**config.mk**
```make
export PLATFORM = sky130hd
export DESIGN_NAME = mmio_spin_unit
export DESIGN_NICKNAME = d
export VERILOG_FILES = /design/src/rtl/mmio_spin_unit.sv
export SDC_FILE = /design/constraint.sdc
export NUM_CORES = 1
export LEC_CHECK = 0
export CORE_MARGIN = 8
export CORE_UTILIZATION = 45
export DETAILED_ROUTE_END_ITERATION = 10
export PLACE_DENSITY_LB_ADDON = 0.2
export SETUP_SLACK_MARGIN = 0.3
export SLEW_MARGIN = 15
export SYNTH_ARGS = -nofsm -noshare
export SYNTH_HDL_FRONTEND = slang
export SYNTH_SLANG_ARGS = --single-unit
```
**constraint.sdc**
```tcl
create_clock -name clock -period 6.5 [get_ports clock]
set_input_delay 0.65 -clock clock [delete_from_list [all_inputs] [get_ports clock]]
set_output_delay 0.65 -clock clock [all_outputs]
set_load 0.02 [all_outputs]
```
**src/rtl/mmio_spin_unit.sv**
```systemverilog
// mmio_spin_unit: memory-mapped roulette-spin peripheral sitting beside the
// data RAM on the processor dmem bus.
//
// Register window (word offsets from BASE_ADDR, address bits [11:0]):
//   +0 CTRL   W   bit0 start, bit1 clear done, bit2 irq enable
//   +1 STATUS R   {29'b0, ie, done, busy}
//   +2 RESULT R   zero-extended target pocket
//   +3 SEED   W   loads LFSR (a zero write is ignored)
//   +4 TICKS  RW  16-bit spin duration in cycles, reset 200
//
// Ports:
//   clock         system clock, rising edge
//   reset         asynchronous active-low reset
//   wren          processor dmem write enable
//   address_dmem  processor dmem address (bits [11:0] decoded)
//   data          processor write data
//   q_ram         read data from RAM
//   ram_wren      RAM write enable, suppressed inside the window
//   q_dmem        read data to processor (one-cycle synchronous)
//   pocket        currently displayed pocket
//   busy          spin in progress
//   done          result valid
//   irq           done & ie, registered (only with SPIN_IRQ_EN defined,
//                 otherwise tied low)
//
// Optional feature macro: SPIN_IRQ_EN.
module mmio_spin_unit #(
  parameter int unsigned NUM_POCKETS = 37,
  parameter logic [11:0] BASE_ADDR   = 12'hF00,
  parameter logic [31:0] LFSR_RESET  = 32'hACE1_2468
) (
  input  logic        clock,
  input  logic        reset,
  input  logic        wren,
  input  logic [31:0] address_dmem,
  input  logic [31:0] data,
  input  logic [31:0] q_ram,
  output logic        ram_wren,
  output logic [31:0] q_dmem,
  output logic [5:0]  pocket,
  output logic        busy,
  output logic        done,
  output logic        irq
);

  localparam logic [31:0] LFSR_TAPS = 32'h8020_0003;
  localparam logic [5:0]  NP        = 6'(NUM_POCKETS);
  localparam logic [5:0]  NP_LAST   = 6'(NUM_POCKETS - 1);

  typedef enum logic [1:0] {ST_IDLE, ST_SPIN, ST_SETTLE, ST_DONE} state_t;

  state_t      state_q, state_d;
  logic [5:0]  pocket_q, pocket_d;
  logic [5:0]  target_q, target_d;
  logic [15:0] tick_q, tick_d;
  logic [7:0]  pre_q, pre_d;
  logic [7:0]  step_q, step_d;
  logic        ie_q, ie_d;
  logic [15:0] ticks_q, ticks_d;
  logic [31:0] lfsr_q, lfsr_d;
  logic        sel_q, sel_d;
  logic [31:0] rdata_q, rdata_d;

  logic [11:0] off;
  logic        in_window;
  logic        wr_ctrl, wr_seed, wr_ticks;
  logic        start, clr;
  logic [31:0] lfsr_step;
  logic [21:0] prod;
  logic [5:0]  pocket_inc;
  logic [7:0]  pre_sat;
  logic        step_adv;

  // Upper address bits are outside the decoded dmem space.
  logic addr_hi_unused;
  assign addr_hi_unused = ^address_dmem[31:12];

  // Addresses below BASE_ADDR wrap to a large offset and fall out of range.
  assign off       = address_dmem[11:0] - BASE_ADDR;
  assign in_window = (off < 12'd5);
  assign ram_wren  = wren & ~in_window;

  assign wr_ctrl  = wren & in_window & (off[2:0] == 3'd0);
  assign wr_seed  = wren & in_window & (off[2:0] == 3'd3);
  assign wr_ticks = wren & in_window & (off[2:0] == 3'd4);
  assign start    = wr_ctrl & data[0];
  assign clr      = wr_ctrl & data[1];

  assign lfsr_step = lfsr_q[0] ? ({1'b0, lfsr_q[31:1]} ^ LFSR_TAPS)
                               : {1'b0, lfsr_q[31:1]};

  // Top bits of a 16 x 6 product: a uniform pick in 0..NUM_POCKETS-1.
  assign prod = {6'b0, lfsr_q[15:0]} * {16'b0, NP};

  assign pocket_inc = (pocket_q == NP_LAST) ? '0 : pocket_q + 6'd1;
  assign pre_sat    = (pre_q == 8'hFF) ? 8'hFF : pre_q + 8'd1;
  assign step_adv   = (step_q == 8'd1);

  always_comb begin
    state_d  = state_q;
    pocket_d = pocket_q;
    target_d = target_q;
    tick_d   = tick_q;
    pre_d    = pre_q;
    step_d   = step_q;
    ie_d     = ie_q;
    ticks_d  = ticks_q;
    lfsr_d   = lfsr_step;
    sel_d    = in_window;
    rdata_d  = '0;

    if (wr_seed && (data != '0)) lfsr_d = data;
    if (wr_ctrl) ie_d = data[2];
    if (wr_ticks) ticks_d = data[15:0];

    unique case (off[2:0])
      3'd1:    rdata_d = {29'b0, ie_q, done, busy};
      3'd2:    rdata_d = {26'b0, target_q};
      3'd4:    rdata_d = {16'b0, ticks_q};
      default: rdata_d = '0;
    endcase

    unique case (state_q)
      ST_IDLE, ST_DONE: begin
        if (start) begin
          state_d  = ST_SPIN;
          target_d = prod[21:16];
          tick_d   = ticks_q;
          pre_d    = 8'd1;
          step_d   = 8'd1;
        end else if ((state_q == ST_DONE) && clr) begin
          state_d = ST_IDLE;
        end
      end
      ST_SPIN: begin
        // A zero or one tick count both leave after this single cycle.
        tick_d = (tick_q != '0) ? tick_q - 16'd1 : '0;
        if (tick_q <= 16'd1) state_d = ST_SETTLE;
        if (step_adv) begin
          pocket_d = pocket_inc;
          pre_d    = pre_sat;
          step_d   = pre_sat;
        end else begin
          step_d = step_q - 8'd1;
        end
      end
      ST_SETTLE: begin
        if (step_adv) begin
          pocket_d = pocket_inc;
          step_d   = pre_q;
          if (pocket_inc == target_q) state_d = ST_DONE;
        end else begin
          step_d = step_q - 8'd1;
        end
      end
      default: state_d = ST_IDLE;
    endcase
  end

  always_ff @(posedge clock or negedge reset) begin
    if (!reset) begin
      state_q  <= ST_IDLE;
      pocket_q <= '0;
      target_q <= '0;
      tick_q   <= '0;
      pre_q    <= 8'd1;
      step_q   <= 8'd1;
      ie_q     <= 1'b0;
      ticks_q  <= 16'd200;
      lfsr_q   <= LFSR_RESET;
      sel_q    <= 1'b0;
      rdata_q  <= '0;
    end else begin
      state_q  <= state_d;
      pocket_q <= pocket_d;
      target_q <= target_d;
      tick_q   <= tick_d;
      pre_q    <= pre_d;
      step_q   <= step_d;
      ie_q     <= ie_d;
      ticks_q  <= ticks_d;
      lfsr_q   <= lfsr_d;
      sel_q    <= sel_d;
      rdata_q  <= rdata_d;
    end
  end

  assign busy   = (state_q == ST_SPIN) || (state_q == ST_SETTLE);
  assign done   = (state_q == ST_DONE);
  assign pocket = pocket_q;
  assign q_dmem = sel_q ? rdata_q : q_ram;

`ifdef SPIN_IRQ_EN
  logic irq_q;

  always_ff @(posedge clock or negedge reset) begin
    if (!reset) irq_q <= 1'b0;
    else        irq_q <= done & ie_q;
  end

  assign irq = irq_q;
`else
  assign irq = 1'b0;
`endif

endmodule

```
==> results.md, run 1 <==
- Post-route insts no fill: 1,046
- WL per Instance: 18.0 µm
- Post_cts resized: 0
- Placed cell count: 1,030
- PortBufs: 119
- Clock Skews: 0.0106 ns
- Initial drt markers: 429
- Antenna cell count: 0
- Total CTS buffers: 9
- Vias in the first global route: 6,211
- Hold-fix buffers at CTS: 0
- Crit path cell chain: ha_1, ha_1, fa_1, ha_1, a21o_1, a221o_1, nand4_1, o211ai_1, or4_1, nand3_1
- Global Route Usage Sum: 18.9%
- DIE AREA: 0.0205 mm²
- Worst Path Required: 6.81 ns
- Worst-margin pin slew: 1.02 ns
- Share of layout cells above drive strength 1: 14.1%
- Critical Path AT: 3.81 ns
- IO Pins: 141
- FF-to-FF path depth: 10
- Number of synthesized flops with an enable pin: 0
- GP Congestion: 0.845
- Endpoint type of the worst setup path: flop
- Min cycle time layout: 3.50 ns
- Hold Crit Class: in2async
- Register area: 0.00283 mm²
- Top_reg_cell synth: dfrtp_1
- Pwr/cell area: 366 mW/mm²
- P&R area growth vs syn: 22.2%
- Core area: 0.0158 mm²
- Fin crit share: 53.9%
- Peak VDD IR: 0.000284 V
- Die Width: 143 µm
- Slowest stage cell, crit path: dfstp_2
- Max-Cap Viols: 0
- Endpoints failing setup: 0
- Post-CTS Setup Bufs: 0
- Setup TNS Final: 0 ns
- Worst reg2reg endpoint: target_q[4]
- Post-layout nets: 992
- Mean post-synth cell area: 10.0 µm²
- Critical path class: reg2reg
- Post-Syn Area: 0.00727 mm²
- Reg2Reg Launch Point: lfsr_q[5]
- R2R setup slack: 3.00 ns
- RSZ-0062 raised after global routing: no
- Overflow after GRT: 0
- Critical Path Fanout Max: 5
- Commonest non-fill, non-tap cell in the layout: clkdlybuf4s50_1
- Drt first pass iters: 5
- Cells after Synth: 723
- Hpwl dp: 14.1 mm
- Final Max Tran Viols: 0
- Crit-path max cell delay: 0.58 ns
- Multi-input gate area: 0.00406 mm²
- Tot Pwr: 3.25 mW
- Final Hold Fails: 0
- First-pass GRT wire length: 31.3 mm
- FP Rows: 46
- Syn Nets: 890
- Most frequent cells in the layout: clkdlybuf4s50_1, dfrtp_1, mux2_2, inv_1, ha_1
- TritonCTS clock tree: yes
- Remaining DRCs: 0
- Fillers: 1,370
- Static Leak: 3.93 nW
- CP most frequent cell: ha_1
- Antenna violations before repair: 0
- Flops & latches, synth: 112
- Max-Slew Margin vs Limit: 31.9%
- Yosys warnings: 0
- Status: finished clean
- Latest clock arrival within the worst-skew pair: 0.36 ns
- H-tree Lvls: 3
- Max clock buf depth: 2
- CTS sink count: 112
- CTS root buf: clkbuf_16
- Routed WL: 18.8 mm
- Max Clock Freq: 285 MHz
- Largest net degree at the start of global routing: 82
- Post-synth ARST share: 100%
- Initial Utilization: 45.9%
- Antenna Nets Post-Route: 0
- DR vias: 5,898
- Post-synth cell types: 74
- Die Ht: 143 µm
- CTS clk-pin slew, worst paths: 0.08 ns
- Number of vias per cell: 5.64
- Worst setup SP type: flop
- Register area share after synthesis: 38.9%
==> report_power, final <==
group	internal [mW]	switching (mW)
sequential	0.829	0.0911
combinational	0.829	0.936
clock	0.273	0.290
total	1.93	1.32
==> state kept, by name (all words and copies together) (netlist names) <==
| name | cells |
|---|---|
| sel_q | 1 |
| state_q | 2 |
| pocket | 6 |
| tick_q | 16 |
| ie_q | 1 |
| lfsr_q | 32 |
| step_q | 8 |
| target_q | 6 |
| pre_q | 8 |
| rdata_q | 16 |
| ticks_q | 16 |
==> worst max path at each step <==
| stage | cells after the start | slack [ns] | endpoint | from |
|---|---|---|---|---|
| 4_1_cts | 10 | 3.00 | target_q[4] | lfsr_q[5] |
| 3_3_place_gp | 6 | 2.94 | pre_q[7] | address_dmem[0] |
| 3_5_place_dp | 6 | 2.88 | pre_q[7] | address_dmem[0] |
| 6_report | 10 | 3.00 | target_q[4] | lfsr_q[5] |
| 2_1_floorplan | 10 | 3.28 | target_q[4] | lfsr_q[5] |
| 5_1_grt | 10 | 2.82 | target_q[4] | lfsr_q[5] |
==> layout make-up <==
| type | count | area share (%) |
|---|---|---|
| clock buffers | 10 | 2.58 |
| clock inverters | 6 | 0.761 |
| inverters | 57 | 2.41 |
| multi-input cells | 523 | 45.7 |
| flip-flops and latches | 112 | 31.8 |
| well taps | 216 | 3.04 |
| repair buffers | 122 | 13.6 |
==> synthesized netlist by cell type, types with 7 or more instances <==
| cell | count | area share [%] |
|---|---|---|
| dfrtp_1 | 94 | 32 |
| mux2_2 | 65 | 10 |
| ha_1 | 57 | 9.8 |
| inv_1 | 57 | 2.9 |
| o21ai_0 | 51 | 3.5 |
| a21oi_1 | 43 | 3.0 |
| nor2_1 | 42 | 2.2 |
| nand2_1 | 38 | 2.0 |
| nor2b_1 | 23 | 2.0 |
| clkbuf_1 | 19 | 0.98 |
| dfstp_2 | 18 | 6.5 |
| nand3_1 | 18 | 1.2 |
| and2_1 | 16 | 1.4 |
| nor3_1 | 12 | 0.83 |
| fa_1 | 11 | 3.0 |
| nor4_1 | 10 | 0.86 |
| a21o_1 | 9 | 0.93 |
| xor2_1 | 9 | 1.1 |
| and3_1 | 8 | 0.69 |
| nand4_1 | 8 | 0.69 |
| o2bb2ai_1 | 8 | 0.96 |
| a22oi_1 | 7 | 0.72 |
==> worst max-delay path, delay by kind of cell, from the launching register on <==
family	cells	cell delay (ns)
adder cells (fa/ha/maj)	4	1.35
AND/OR/NAND/NOR	3	0.72
flip-flops	1	0.58
AO/OA/AOI/OAI	3	0.78
==> cells by family (layout without fill, tap and decap cells) <==
| kind of cell | Yosys count | in the layout | share of synthesized area, % |
|---|---|---|---|
| AOI/OAI and AO/OA | 169 | 169 | 15.3 |
| xor gates and xnor gates | 12 | 12 | 1.45 |
| adders and majority gates | 68 | 68 | 12.8 |
| buffers and inverters | 88 | 195 | 5.22 |
| DFF | 112 | 112 | 38.9 |
| muxes | 71 | 71 | 11.0 |
| other | 1 | 1 | 0.0516 |
| and+or+nand+nor | 202 | 202 | 15.2 |
==> through the flow <==
step	cell area [µm²]	setup slack, ns	hold WS (ns)	utilization (%)
final	8880	3.00	0.222	56.1
after detailed placement	8580	2.88	0.470	54.2
after global routing	8880	2.82	0.252	56.1
after CTS	8880	3.00	0.231	56.1
after floorplan	7270	3.28	0.354	-
after global placement	8580	2.94	0.461	54.2
==> layer usage <==
metal	global-route usage (%)	wire length [µm]	part of all wire, %
met5	0	0	0
met4	6.54	387	2.1
met3	5.74	1570	8.3
met2	30.4	8610	46
met1	23.7	8280	44
Power figures use the tool's default switching activity.
==> inputs of run 2 (changes only) <==
==> constraint.sdc (replaced) <==
create_clock -name clock -period 3.53 [get_ports clock]
set_input_delay 0.353 -clock clock [delete_from_list [all_inputs] [get_ports clock]]
set_output_delay 0.353 -clock clock [all_outputs]
set_load 0.02 [all_outputs]
==> run 2 against run 1 <==
First-iteration DRC count rose by 22%. Fmax grew 8.2%. Setup slack lost 2.7 ns. Register-to-register slack got worse by 2.7 ns. Core utilization increased by 2.2 points. Wire length is 2.6% higher. Clock skew hardly changed. Highest routed layer unchanged.
==> results.md, run 2 (synthesis gave the netlist of run 1 again) <==
- Commonest non-fill, non-tap cell in the layout: clkdlybuf4s50_1
- DR vias: 6,008
- Status: finished clean
- Vias in the first global route: 6,215
- Clock network power share: 14.5%
- Worst Path Required: 3.78 ns
- Final Hold Fails: 0
- Static Leak: 4.01 nW
- Initial Utilization: 45.9%
- CTS root buf: clkbuf_16
- Overflow after GRT: 0
- Hold WS: 0.0547 ns
- Core area: 0.0158 mm²
- Reg2Reg Launch Point: lfsr_q[6]
- CTS clk-pin slew, worst paths: 0.08 ns
- Met1 Use GR: 23.5%
- Antenna Nets Post-Route: 0
- Number of vias per cell: 5.65
- Fin crit share: 91.7%
- Endpoint type of the worst setup path: flop
- Global Route Usage Sum: 19.2%
- Drt first pass iters: 5
- Grt met2 use: 31.8%
- Clock Skews: 0.0104 ns
- First-pass GRT wire length: 31.2 mm
- Most frequent cells in the layout: clkdlybuf4s50_1, dfrtp_1, mux2_2, inv_1, o21ai_0
- Setup TNS Final: 0 ns
- Peak VDD IR: 0.000643 V
- Net Sw Frac: 40.6%
- Grt met3 use: 6.14%
- GP Congestion: 0.883
- Switching pwr: 2.86 mW
- Die Width: 143 µm
- Remaining DRCs: 0
- Min cycle time layout: 3.24 ns
- Max clock buf depth: 2
- Max Clock Freq: 309 MHz
- GRT busiest layer: met2
- Endpoints failing setup: 0
- Critical Path Fanout Max: 4
- Hpwl dp: 14.4 mm
- Reg with most FFs: lfsr_q
- Tot Pwr: 7.06 mW
- Largest net degree at the start of global routing: 60
- Final Max Tran Viols: 0
- Pwr/cell area: 764 mW/mm²
- Latest clock arrival within the worst-skew pair: 0.36 ns
- Critical Path AT: 3.48 ns
- Max-Slew Margin vs Limit: 33.7%
- Routed WL: 19.3 mm
- Max-Cap Viols: 0
- RSZ-0062 raised after global routing: yes
- Int Pwr: 4.19 mW
- IO Pins: 141
- WL per Instance: 18.2 µm
- FF-to-FF path depth: 10
- R2R setup slack: 0.29 ns
- Hold-fix buffers at CTS: 0
- FP Rows: 46
- Share of power burned in registers: 24.5%
- Hold Crit Class: in2async
- Total CTS buffers: 9
- Worst setup SP type: flop
- H-tree Lvls: 3
- Initial drt markers: 524
- Die Ht: 143 µm
- P&R area growth vs syn: 27.1%
- Critical path class: reg2reg
- PortBufs: 119
- TritonCTS clock tree: yes
- Antenna violations before repair: 1
- Post-layout nets: 1,009
- DIE AREA: 0.0205 mm²
- Max reg flops: 32
- CTS sink count: 112
- Worst-margin pin slew: 0.995 ns
- Final core utilization: 58.3%
- Worst reg2reg endpoint: target_q[5]
- Power share of the combinational group: 61.0%
- Share of layout cells above drive strength 1: 18.9%
-- run 2: what timing repair did --
action | 4_1_cts | 5_1_grt
hold endpoints to repair | 0 | 0
buffers inserted | 7 | 2
gates resized for setup | 11 | 20
pin swaps | 17 | 12
endpoints found under the setup margin | 6 | 6
-- run 2: worst max path at each step --
stage,start,end,depth (start not counted)
after floorplan,lfsr_q[5],target_q[4],10
after global placement,lfsr_q[5],target_q[4],10
after detailed placement,lfsr_q[5],target_q[4],10
after CTS,lfsr_q[6],target_q[5],10
after global routing,lfsr_q[11],target_q[3],13
final,lfsr_q[6],target_q[5],10
-- run 2: area by class of cell --
| class | instances | area (µm²) |
|---|---|---|
| multi-input combinational | 523 | 4290 |
| timing repair buffer | 139 | 1350 |
| fill | 1314 | 6590 |
| antenna | 1 | 2.50 |
| inverter | 57 | 214 |
| clock inverter | 6 | 56.3 |
| sequential | 112 | 2830 |
| clock buffer | 10 | 229 |
| tap | 216 | 270 |
-- run 2: metrics by stage --
stage | std cells | area, µm² | setup WS [ns]
floorplan | 723 | 7270 | 0.310
global placement | 1038 | 8640 | 0.147
detailed placement | 1038 | 8640 | 0.0522
CTS | 1061 | 9070 | 0.287
global route | 1063 | 9230 | 0.168
finish | 1064 | 9230 | 0.292
-- run 2: worst max-delay path: stages, from the launching register on --
cell and delay, ns:
dfstp_2 0.61, ha_4 0.22, ha_4 0.21, fa_1 0.56
ha_4 0.21, buf_4 0.12, a221o_1 0.39, nand4_1 0.12
o211ai_1 0.17, o21ba_2 0.26, o31a_1 0.23
-- run 2: per-layer routing --
layer  share of wire, %  up-vias
met3                7.8       25
li1                   -     2826
met1                 44     2947
met5                  0        -
met4                1.6        0
met2                 47      210
-- run 2: power groups by stage --
stage                     registers (mW)  logic [mW]  clock network, mW
after floorplan                     1.65        2.43                  0
after global placement              1.71        3.04                  0
after detailed placement            1.72        3.20                  0
after CTS                           1.71        3.61               1.05
after global routing                1.75        4.89               1.10
final                               1.73        4.31               1.02
